===== src/rtl/id_operand_stage_pkg.sv =====
// Shared defaults and constants for the operand-fetch / interlock stage:
// data/address widths, the NOP register, the zero word and decode-control field offsets.
package id_operand_stage_pkg;

   localparam int DEF_DW     = 32;
   localparam int DEF_AW     = 5;
   localparam int DEF_CTRL_W = 24;

   localparam logic [DEF_AW-1:0] NOP_REG_ADDR = '0;
   localparam logic [DEF_DW-1:0] ZERO_WORD    = '0;
   localparam logic              READ_ENABLE  = 1'b1;
   localparam logic              READ_DISABLE = 1'b0;

   // Layout of the opaque control bundle; this stage only carries it through.
   localparam int CTRL_ALUOP_LSB  = 0;
   localparam int CTRL_ALUOP_W    = 8;
   localparam int CTRL_ALUSEL_LSB = 8;
   localparam int CTRL_ALUSEL_W   = 3;
   localparam int CTRL_WADDR_LSB  = 11;
   localparam int CTRL_WREG_BIT   = 16;

   function automatic logic [DEF_AW-1:0] ctrl_waddr(input logic [DEF_CTRL_W-1:0] ctrl);
      return ctrl[CTRL_WADDR_LSB +: DEF_AW];
   endfunction

endpackage


===== src/rtl/id_operand_stage_fwd_select.sv =====
// One read port's operand mux: immediate / zero register / youngest-first forwarding / register file,
// plus the load-use hazard flag for that port.
module id_operand_stage_fwd_select
   import id_operand_stage_pkg::*;
#(
   parameter int DW       = DEF_DW,
   parameter int AW       = DEF_AW,
   parameter int NFS      = 2,
   parameter bit IS_IMM   = 1'b0,
   parameter bit ZERO_REG = 1'b1
) (
   input  logic              rden,
   input  logic [AW-1:0]     raddr,
   input  logic [DW-1:0]     imm,
   input  logic [DW-1:0]     rf_rdata,
   input  logic [NFS-1:0]    fwd_wen,
   input  logic [NFS*AW-1:0] fwd_waddr,
   input  logic [NFS*DW-1:0] fwd_wdata,
   input  logic [NFS-1:0]    fwd_rdy,
   output logic [DW-1:0]     opnd,
   output logic              hazard
);

   always_comb begin
      opnd   = rf_rdata;
      hazard = 1'b0;
      if (rden == READ_DISABLE) begin
         opnd = IS_IMM ? imm : DW'(ZERO_WORD);
      end else if (ZERO_REG && (raddr == AW'(NOP_REG_ADDR))) begin
         opnd = DW'(ZERO_WORD);
      end else begin
         // Walk oldest to youngest so the youngest match is the last assignment and wins,
         // including its ready flag: an older ready result never masks a younger pending load.
         for (int k = NFS - 1; k >= 0; k--) begin
            if (fwd_wen[k] && (fwd_waddr[k*AW +: AW] == raddr)) begin
               opnd   = fwd_wdata[k*DW +: DW];
               hazard = !fwd_rdy[k];
            end
         end
      end
   end

endmodule


===== src/rtl/id_operand_stage.sv =====
// Operand fetch and interlock stage between decode and EX, with an ID/EX output register.
// Optional build macro ID_STALL_CNT_EN adds a saturating load-use stall counter output.
module id_operand_stage
   import id_operand_stage_pkg::*;
#(
   parameter int DW       = DEF_DW,
   parameter int AW       = DEF_AW,
   parameter int NRP      = 2,
   parameter int NFS      = 2,
   parameter int CTRL_W   = DEF_CTRL_W,
   parameter int IMM_PORT = 1,
   parameter int ZERO_REG = 1
) (
   input  logic              clk,
   input  logic              rst,
   input  logic              flush,
   input  logic              in_valid,
   output logic              in_ready,
   input  logic [NRP-1:0]    in_rden,
   input  logic [NRP*AW-1:0] in_raddr,
   input  logic [DW-1:0]     in_imm,
   input  logic [CTRL_W-1:0] in_ctrl,
   input  logic [NRP*DW-1:0] rf_rdata,
   input  logic [NFS-1:0]    fwd_wen,
   input  logic [NFS*AW-1:0] fwd_waddr,
   input  logic [NFS*DW-1:0] fwd_wdata,
   input  logic [NFS-1:0]    fwd_rdy,
   output logic              out_valid,
   input  logic              out_ready,
   output logic [NRP*DW-1:0] out_opnd,
   output logic [CTRL_W-1:0] out_ctrl
`ifdef ID_STALL_CNT_EN
   ,
   output logic [31:0]       stall_cnt
`endif
);

   logic [NRP*DW-1:0] sel_opnd;
   logic [NRP-1:0]    port_hazard;
   logic              hazard;
   logic              accept;

   for (genvar p = 0; p < NRP; p++) begin : g_port
      id_operand_stage_fwd_select #(
         .DW       (DW),
         .AW       (AW),
         .NFS      (NFS),
         .IS_IMM   (p == IMM_PORT),
         .ZERO_REG (ZERO_REG != 0)
      ) u_sel (
         .rden      (in_rden[p]),
         .raddr     (in_raddr[p*AW +: AW]),
         .imm       (in_imm),
         .rf_rdata  (rf_rdata[p*DW +: DW]),
         .fwd_wen   (fwd_wen),
         .fwd_waddr (fwd_waddr),
         .fwd_wdata (fwd_wdata),
         .fwd_rdy   (fwd_rdy),
         .opnd      (sel_opnd[p*DW +: DW]),
         .hazard    (port_hazard[p])
      );
   end

   assign hazard = |port_hazard;

   // Handshake: a bundle moves when valid && ready on the same rising edge. in_ready never
   // depends on in_valid; out_valid, once high, stays high with stable data until out_ready.
   assign in_ready = !rst && !flush && !hazard && (!out_valid || out_ready);
   assign accept   = in_valid && in_ready;

   always_ff @(posedge clk) begin
      if (rst) begin
         out_valid <= 1'b0;
         out_opnd  <= '0;
         out_ctrl  <= '0;
      end else if (flush) begin
         out_valid <= 1'b0;
      end else if (accept) begin
         out_valid <= 1'b1;
         out_opnd  <= sel_opnd;
         out_ctrl  <= in_ctrl;
      end else if (out_ready) begin
         // Consumed with nothing new behind it: a bubble, e.g. while a load is pending.
         out_valid <= 1'b0;
      end
   end

`ifdef ID_STALL_CNT_EN
   always_ff @(posedge clk) begin
      if (rst) begin
         stall_cnt <= '0;
      end else if (in_valid && hazard && !flush && (stall_cnt != 32'hFFFF_FFFF)) begin
         stall_cnt <= stall_cnt + 32'd1;
      end
   end
`endif

endmodule


===== config.mk =====
export PLATFORM = sky130hd
export DESIGN_NAME = id_operand_stage
export DESIGN_NICKNAME = d
export VERILOG_FILES = /design/src/rtl/id_operand_stage_pkg.sv /design/src/rtl/id_operand_stage_fwd_select.sv /design/src/rtl/id_operand_stage.sv
export SDC_FILE = /design/constraint.sdc
export NUM_CORES = 1
export LEC_CHECK = 0
export BUFFER_PORTS_ARGS = -buffer_cell sky130_fd_sc_hd__buf_4
export CAP_MARGIN = 10
export CORE_MARGIN = 2
export CORE_UTILIZATION = 35
export CTS_BUF_LIST = sky130_fd_sc_hd__clkbuf_2
export DETAILED_ROUTE_END_ITERATION = 8
export GPL_TIMING_DRIVEN = 0
export PLACE_DENSITY = 0.73
export SYNTH_ARGS = -nofsm -noshare
export SYNTH_HDL_FRONTEND = slang
export SYNTH_SLANG_ARGS = --single-unit

===== constraint.sdc =====
create_clock -name clk -period 2.47 [get_ports clk]
set_input_delay 0.494 -clock clk [delete_from_list [all_inputs] [get_ports clk]]
set_output_delay 0.494 -clock clk [all_outputs]
set_load 0.01 [all_outputs]

* Yosys cells after proc, flatten, opt, wreduce, memory -nomap -nowiden
Index checks and enable logic that the tools add are counted.
** Operators by class
- Add/sub/neg operators :: 0
- Multipliers :: 0
- Div/mod/pow operators :: 0
- Magnitude comparators :: 0
- Eq/ne operators :: 4
- Shift operators :: 0
- Mux-type cells :: 18
- Bitwise logic cells :: 1
- Reductions and logical operators :: 21
** Operator list (count)
- $mux 32 :: 8
- $eq 5x5->1 :: 4
- $logic_not 5->1 :: 2
- $mux 1 :: 10
- $logic_and 1x1->1 :: 8
- $logic_not 1->1 :: 6
- $reduce_or 2->1 :: 2
- $reduce_and 2->1 :: 1
- $reduce_bool 2->1 :: 1
- $logic_or 1x1->1 :: 1
- $not 1->1 :: 1
** Word-level totals
- Register bits after elaboration :: 89
- Latch bits :: 0
- Memory bits (writable) :: 0
- Bits in read-only memories :: 0
- Bits of input ports :: 215
- Output and inout bits :: 90
- Word-level logic and storage cells :: 47
- Memories :: 0

* Depth between registers and ports, before layout
- Depth in word-level cells :: 12
- Mapped depth :: 10
- Depth with buffers taken out :: 7

* Hierarchy
From an unflattened synthesis, not the netlist that was laid out.
** Unflattened totals
- Cell total of the unflattened synthesis :: 676
- Area, all modules :: 6055.8 µm²
** By module, submodules not included
- id_operand_stage :: instances 1, cells an instance 291, area each 3495.9 µm², seq. area each 1781.7 µm²
- id_operand_stage_fwd_select at g_port[1].u_sel :: instances 1, cells an instance 206, area each 1470.2 µm², seq. area each 0.0 µm²
- id_operand_stage_fwd_select at g_port[0].u_sel :: instances 1, cells an instance 179, area each 1089.8 µm², seq. area each 0.0 µm²

* Worst setup path after synthesis
No wires, ideal clock.
- Path kind :: input-to-output
- From :: in in_raddr[8]
- To :: out in_ready
- Data arrival time :: 1.866 ns
- Data required time :: 1.976 ns
- Path slack :: 0.110 ns
- Cell stages on the path :: 9
- Buffers on the path :: 2
- Path through :: xor2_1 nor4_2 nand3_1 buf_2 buf_1 nor2_1 nor2_1 o21ai_0 nor2_1
** On the way
- Cells in the longest elaborated chain, start to end :: 10
- Elaborated cells between the ends (all ways) :: 13
- Those cells by class :: eq/ne (2); mux (4); reduce/logical (7)
** RTL lines
- start: declaration :: RTL line id_operand_stage.sv:20 : input logic [NRP*AW-1:0] in_raddr,
- $eq 5x5->1 :: RTL line id_operand_stage_fwd_select.sv:35 : if (fwd_wen[k] && (fwd_waddr[k*AW +: AW] == raddr)) begin
- $logic_and 1x1->1 :: RTL line id_operand_stage_fwd_select.sv:35
- $mux 1 (2 in series) :: RTL line id_operand_stage_fwd_select.sv:35
- $mux 1 * :: RTL line id_operand_stage_fwd_select.sv:29 : end else if (ZERO_REG && (raddr == AW'(NOP_REG_ADDR))) begin
- $mux 1 * :: RTL line id_operand_stage_fwd_select.sv:27 : if (rden == READ_DISABLE) begin
- $reduce_or 2->1 * :: RTL line id_operand_stage.sv:64 : assign hazard = |port_hazard;
- $logic_not 1->1 * :: RTL line id_operand_stage.sv:68 : assign in_ready = !rst && !flush && !hazard && (!out_valid || out_ready);
- $logic_and 1x1->1 * (2 in series) :: RTL line id_operand_stage.sv:68
- end: declaration :: RTL line id_operand_stage.sv:18 : output logic in_ready,
Mark *: on every way between the ends. The rest lies on a longest branch, timed or not.

* Final worst setup path
- From :: in fwd_waddr[3]
- To :: out in_ready
** On the way
- Cells in the longest elaborated chain, start to end :: 9
- Elaborated cells between the ends (all ways) :: 14
- Those cells by class :: eq/ne (2); mux (6); reduce/logical (6)
** RTL lines
- start: declaration :: RTL line id_operand_stage.sv:25 : input logic [NFS*AW-1:0] fwd_waddr,
- $eq 5x5->1 :: RTL line id_operand_stage_fwd_select.sv:35
- $logic_and 1x1->1 :: RTL line id_operand_stage_fwd_select.sv:35
- $mux 1 :: RTL line id_operand_stage_fwd_select.sv:35
- $mux 1 :: RTL line id_operand_stage_fwd_select.sv:29
- $mux 1 :: RTL line id_operand_stage_fwd_select.sv:27
- $reduce_or 2->1 * :: RTL line id_operand_stage.sv:64
- $logic_not 1->1 * :: RTL line id_operand_stage.sv:68
- $logic_and 1x1->1 * (2 in series) :: RTL line id_operand_stage.sv:68
Marked as above.

==> results.json <==
{
  "crit_path_cell_trace": "buf_4 -> xor2_2 -> nor4_4 -> buf_4 -> a311oi_2 -> nor2_1 -> o21ai_1 -> nor2_1 -> buf_4",
  "tritoncts": "done",
  "ys_dominant_reg_cell": "dfxtp_1",
  "dp_slack_ns": -0.4421,
  "grt_pass1_wl_um": 31780,
  "antenna_cells": 0,
  "viasPerCell": 5.187,
  "wl_per_cell_um": 18.03,
  "syn_inst": 655,
  "clkSinkCount": 89,
  "synth_compound_area_share_pct": 17.00,
  "setup_tns_ns": 0,
  "min-delay-path-class": "primary input to register",
  "cap_violations": 0,
  "crit_required_ns": 1.98,
  "dr_wl_met3_um": 1812,
  "yosys.area_share.simple_pct": 27.27,
  "crit_arrival_ns": 1.89,
  "synth_cell_types": 36,
  "syn_area_per_cell_um2": 7.943,
  "synth_top_area_share_pct": 34.25,
  "ys_top_cells_by_count": "nor2_1, dfxtp_1, nand2_1, mux2i_1, a21oi_1",
  "root_buffer": "clkbuf_2",
  "highest_layer": "met4",
  "dpl_cell_area_um2": 7707,
  "grt_overflow": 0,
  "drt_pass1_iterations": 5,
  "clk_pin_slew_ns": 0.28,
  "fp.dieArea_um2": 15860,
  "row_count": 44,
  "io_pins": 305,
  "dieWidth_um": 125.9,
  "core_um2": 14530,
  "synth_top_family_by_area": "simple AND/OR/NAND/NOR gates",
  "period_share_pct": 96.58,
  "drc": 0,
  "nets": 1193,
  "cts_max_path_buffers": 2,
  "irDropWorstVdd_mv": 0.2650,
  "m1WireLength_um": 8290,
  "dpl.cell_count": 1142,
  "cp-end-kind": "primary output",
  "worst_slack_ns": 0.08437,
  "yosysTopAreaCell": "dfxtp_1",
  "relSlewSlack_pct": 46.57,
  "cts_inserted_buffers": 9,
  "ant_nets": 0,
  "power_leakage_nw": 3.367,
  "whs_ns": 0.08205,
  "cp_common_cell": "buf_4",
  "synth_area_leaders": "dfxtp_1, mux2i_1, nor2_1",
  "synth-seq-cells": 89,
  "instances_no_fill": 1167,
  "place_congestion": 0.8798,
  "critPathKind": "primary input to primary output",
  "vias": 6053,
  "syn2layout_area_growth_pct": 53.46,
  "worstSkewPairLatency_ns": 0.61,
  "powerDensity_nw_per_um2": 414.1,
  "dp_hpwl_um": 16170,
  "clock-skew-final_ns": 0.05866,
  "startpoint_type": "primary input",
  "drt-initial-drc-count": 273,
  "stdcell_area_um2": 7984,
  "slew_violations": 0,
  "layout-drive-gt1-share_pct": 38.15,
  "status": "completed",
  "synth.most_common_cell": "nor2_1",
  "synth_fa_ha_area_share_pct": 0,
  "period_needed_ns": 2.386,
  "grt_max_degree": 20,
  "yosys_warnings": 0,
  "h-tree-depth": 3,
  "cpMaxStageDelayCell": "nor4_4",
  "syn-num-nets": 870,
  "max_slew.worst_pin.slew_ns": 0.8015,
  "finalWirelength_um": 21040,
  "final_hold_viol_count": 0,
  "ys_seq_area_share_pct": 34.25,
  "setup_viol": 0,
  "worstPathMaxFanout": 2,
  "ys_async_sr_fraction_pct": 0,
  "critPathMaxStageDelay_ns": 0.32,
  "grt_use_total_pct": 25.47,
  "synthXorXnorAreaFrac_pct": 3.367,
  "synth-edff-count": 0,
  "fmax_ghz": 0.4192,
  "numPortBuffers": 303,
  "initial_utilization_pct": 35.80,
  "wl_met2_um": 10580,
  "muxShareOfSynthArea_pct": 12.58,
  "syn-cell-area_um2": 5202,
  "antenna_found_initial": 0,
  "fp.dieH_um": 125.9,
  "grt_pass1_vias": 5894
}
==> power by group <==
group	switching (W)	internal, W	leakage [nW]
logic	0.000443	0.000493	2.57
registers	0.0000379	0.00151	0.726
clock network	0.000567	0.000251	0.0735
total	0.00105	0.00226	3.37
==> worst max-delay path, delay by kind of cell <==
kind	cells	cell delay, ns
AOI/OAI and AO/OA	2	0.19
xor gates and xnor gates	1	0.18
buffers and inverters	3	0.44
and+or+nand+nor	3	0.58
==> metal layers <==
metal  up-vias  track usage, %
met5         -               0
met4         0           6.658
met3        25           7.349
met2       280           44.85
met1      2823           30.40
li1       2925               -
==> layout by cell type (no fill, tap or decap), types with 2 or more instances in the layout <==
master / instances
nor2_1: 103
o21ai_2: 2
a21oi_1: 56
nand2_1: 80
a211oi_1: 32
dlygate4sd3_1: 5
nor3_2: 16
buf_6: 8
nand3_1: 7
dfxtp_1: 89
nor3_1: 48
nand4b_1: 2
mux2i_1: 64
xor2_2: 2
nor2b_1: 32
xnor2_1: 12
a211o_1: 32
o21ai_1: 2
inv_6: 3
xor2_1: 6
clkbuf_1: 30
buf_2: 10
buf_4: 311
clkbuf_2: 10
==> sequential cells by signal, indices dropped and copies added (netlist names) <==
| register | count |
|---|---|
| out_ctrl | 24 |
| out_valid | 1 |
| out_opnd | 64 |
==> final cells by class <==
class / instances / area (um^2)
clock buffers: 10 / 50.05
repair buffers: 314 / 2370
multi-input cells: 511 / 3184
flip-flops and latches: 89 / 1782
clock inverters: 6 / 72.57
fillers: 1449 / 6550
inverters: 1 / 3.754
well taps: 184 / 230.2
plain buffers: 52 / 291.5
==> logic make-up (layout without fill, tap and decap cells) <==
group           after synthesis  after routing
simple gates                297            297
xor+xnor                     20             20
mux                          65             65
flops                        89             89
compound gates              129            129
buf+inv                      55            383
==> worst paths after layout <==
| kind | end | depth (start not counted) | start | slack [ns] |
|---|---|---|---|---|
| max | in_ready | 9 | fwd_waddr[3] | 0.08 |
| min | out_ctrl[18]$_SDFFE_PP0P_ | 3 | in_ctrl[18] | 0.08 |
| max reg2reg | out_opnd[40]$_SDFFE_PP0P_ | 8 | out_valid$_SDFFE_PP0P_ | 0.42 |
| min reg2reg | out_opnd[19]$_SDFFE_PP0P_ | 2 | out_opnd[19]$_SDFFE_PP0P_ | 0.47 |
==> metrics by stage <==
| stage | power (W) | utilization [%] |
|---|---|---|
| global route | 0.003479 | 54.93 |
| detailed placement | 0.002491 | 53.03 |
| CTS | 0.003320 | 54.08 |
| floorplan | 0.001969 | - |
| global placement | 0.002482 | 53.03 |
| finish | 0.003306 | 54.93 |
==> timing repair <==
item | CTS | global route
hold buffers | 0 | 5
gates resized for setup | 3 | 10
hold endpoints to repair | 0 | 5
setup buffers | 3 | 3
endpoints found under the setup margin | 1 | 1
gates cloned | 0 | 0
pin swaps | 3 | 6
No activity file was read; power rests on OpenSTA's default activity.
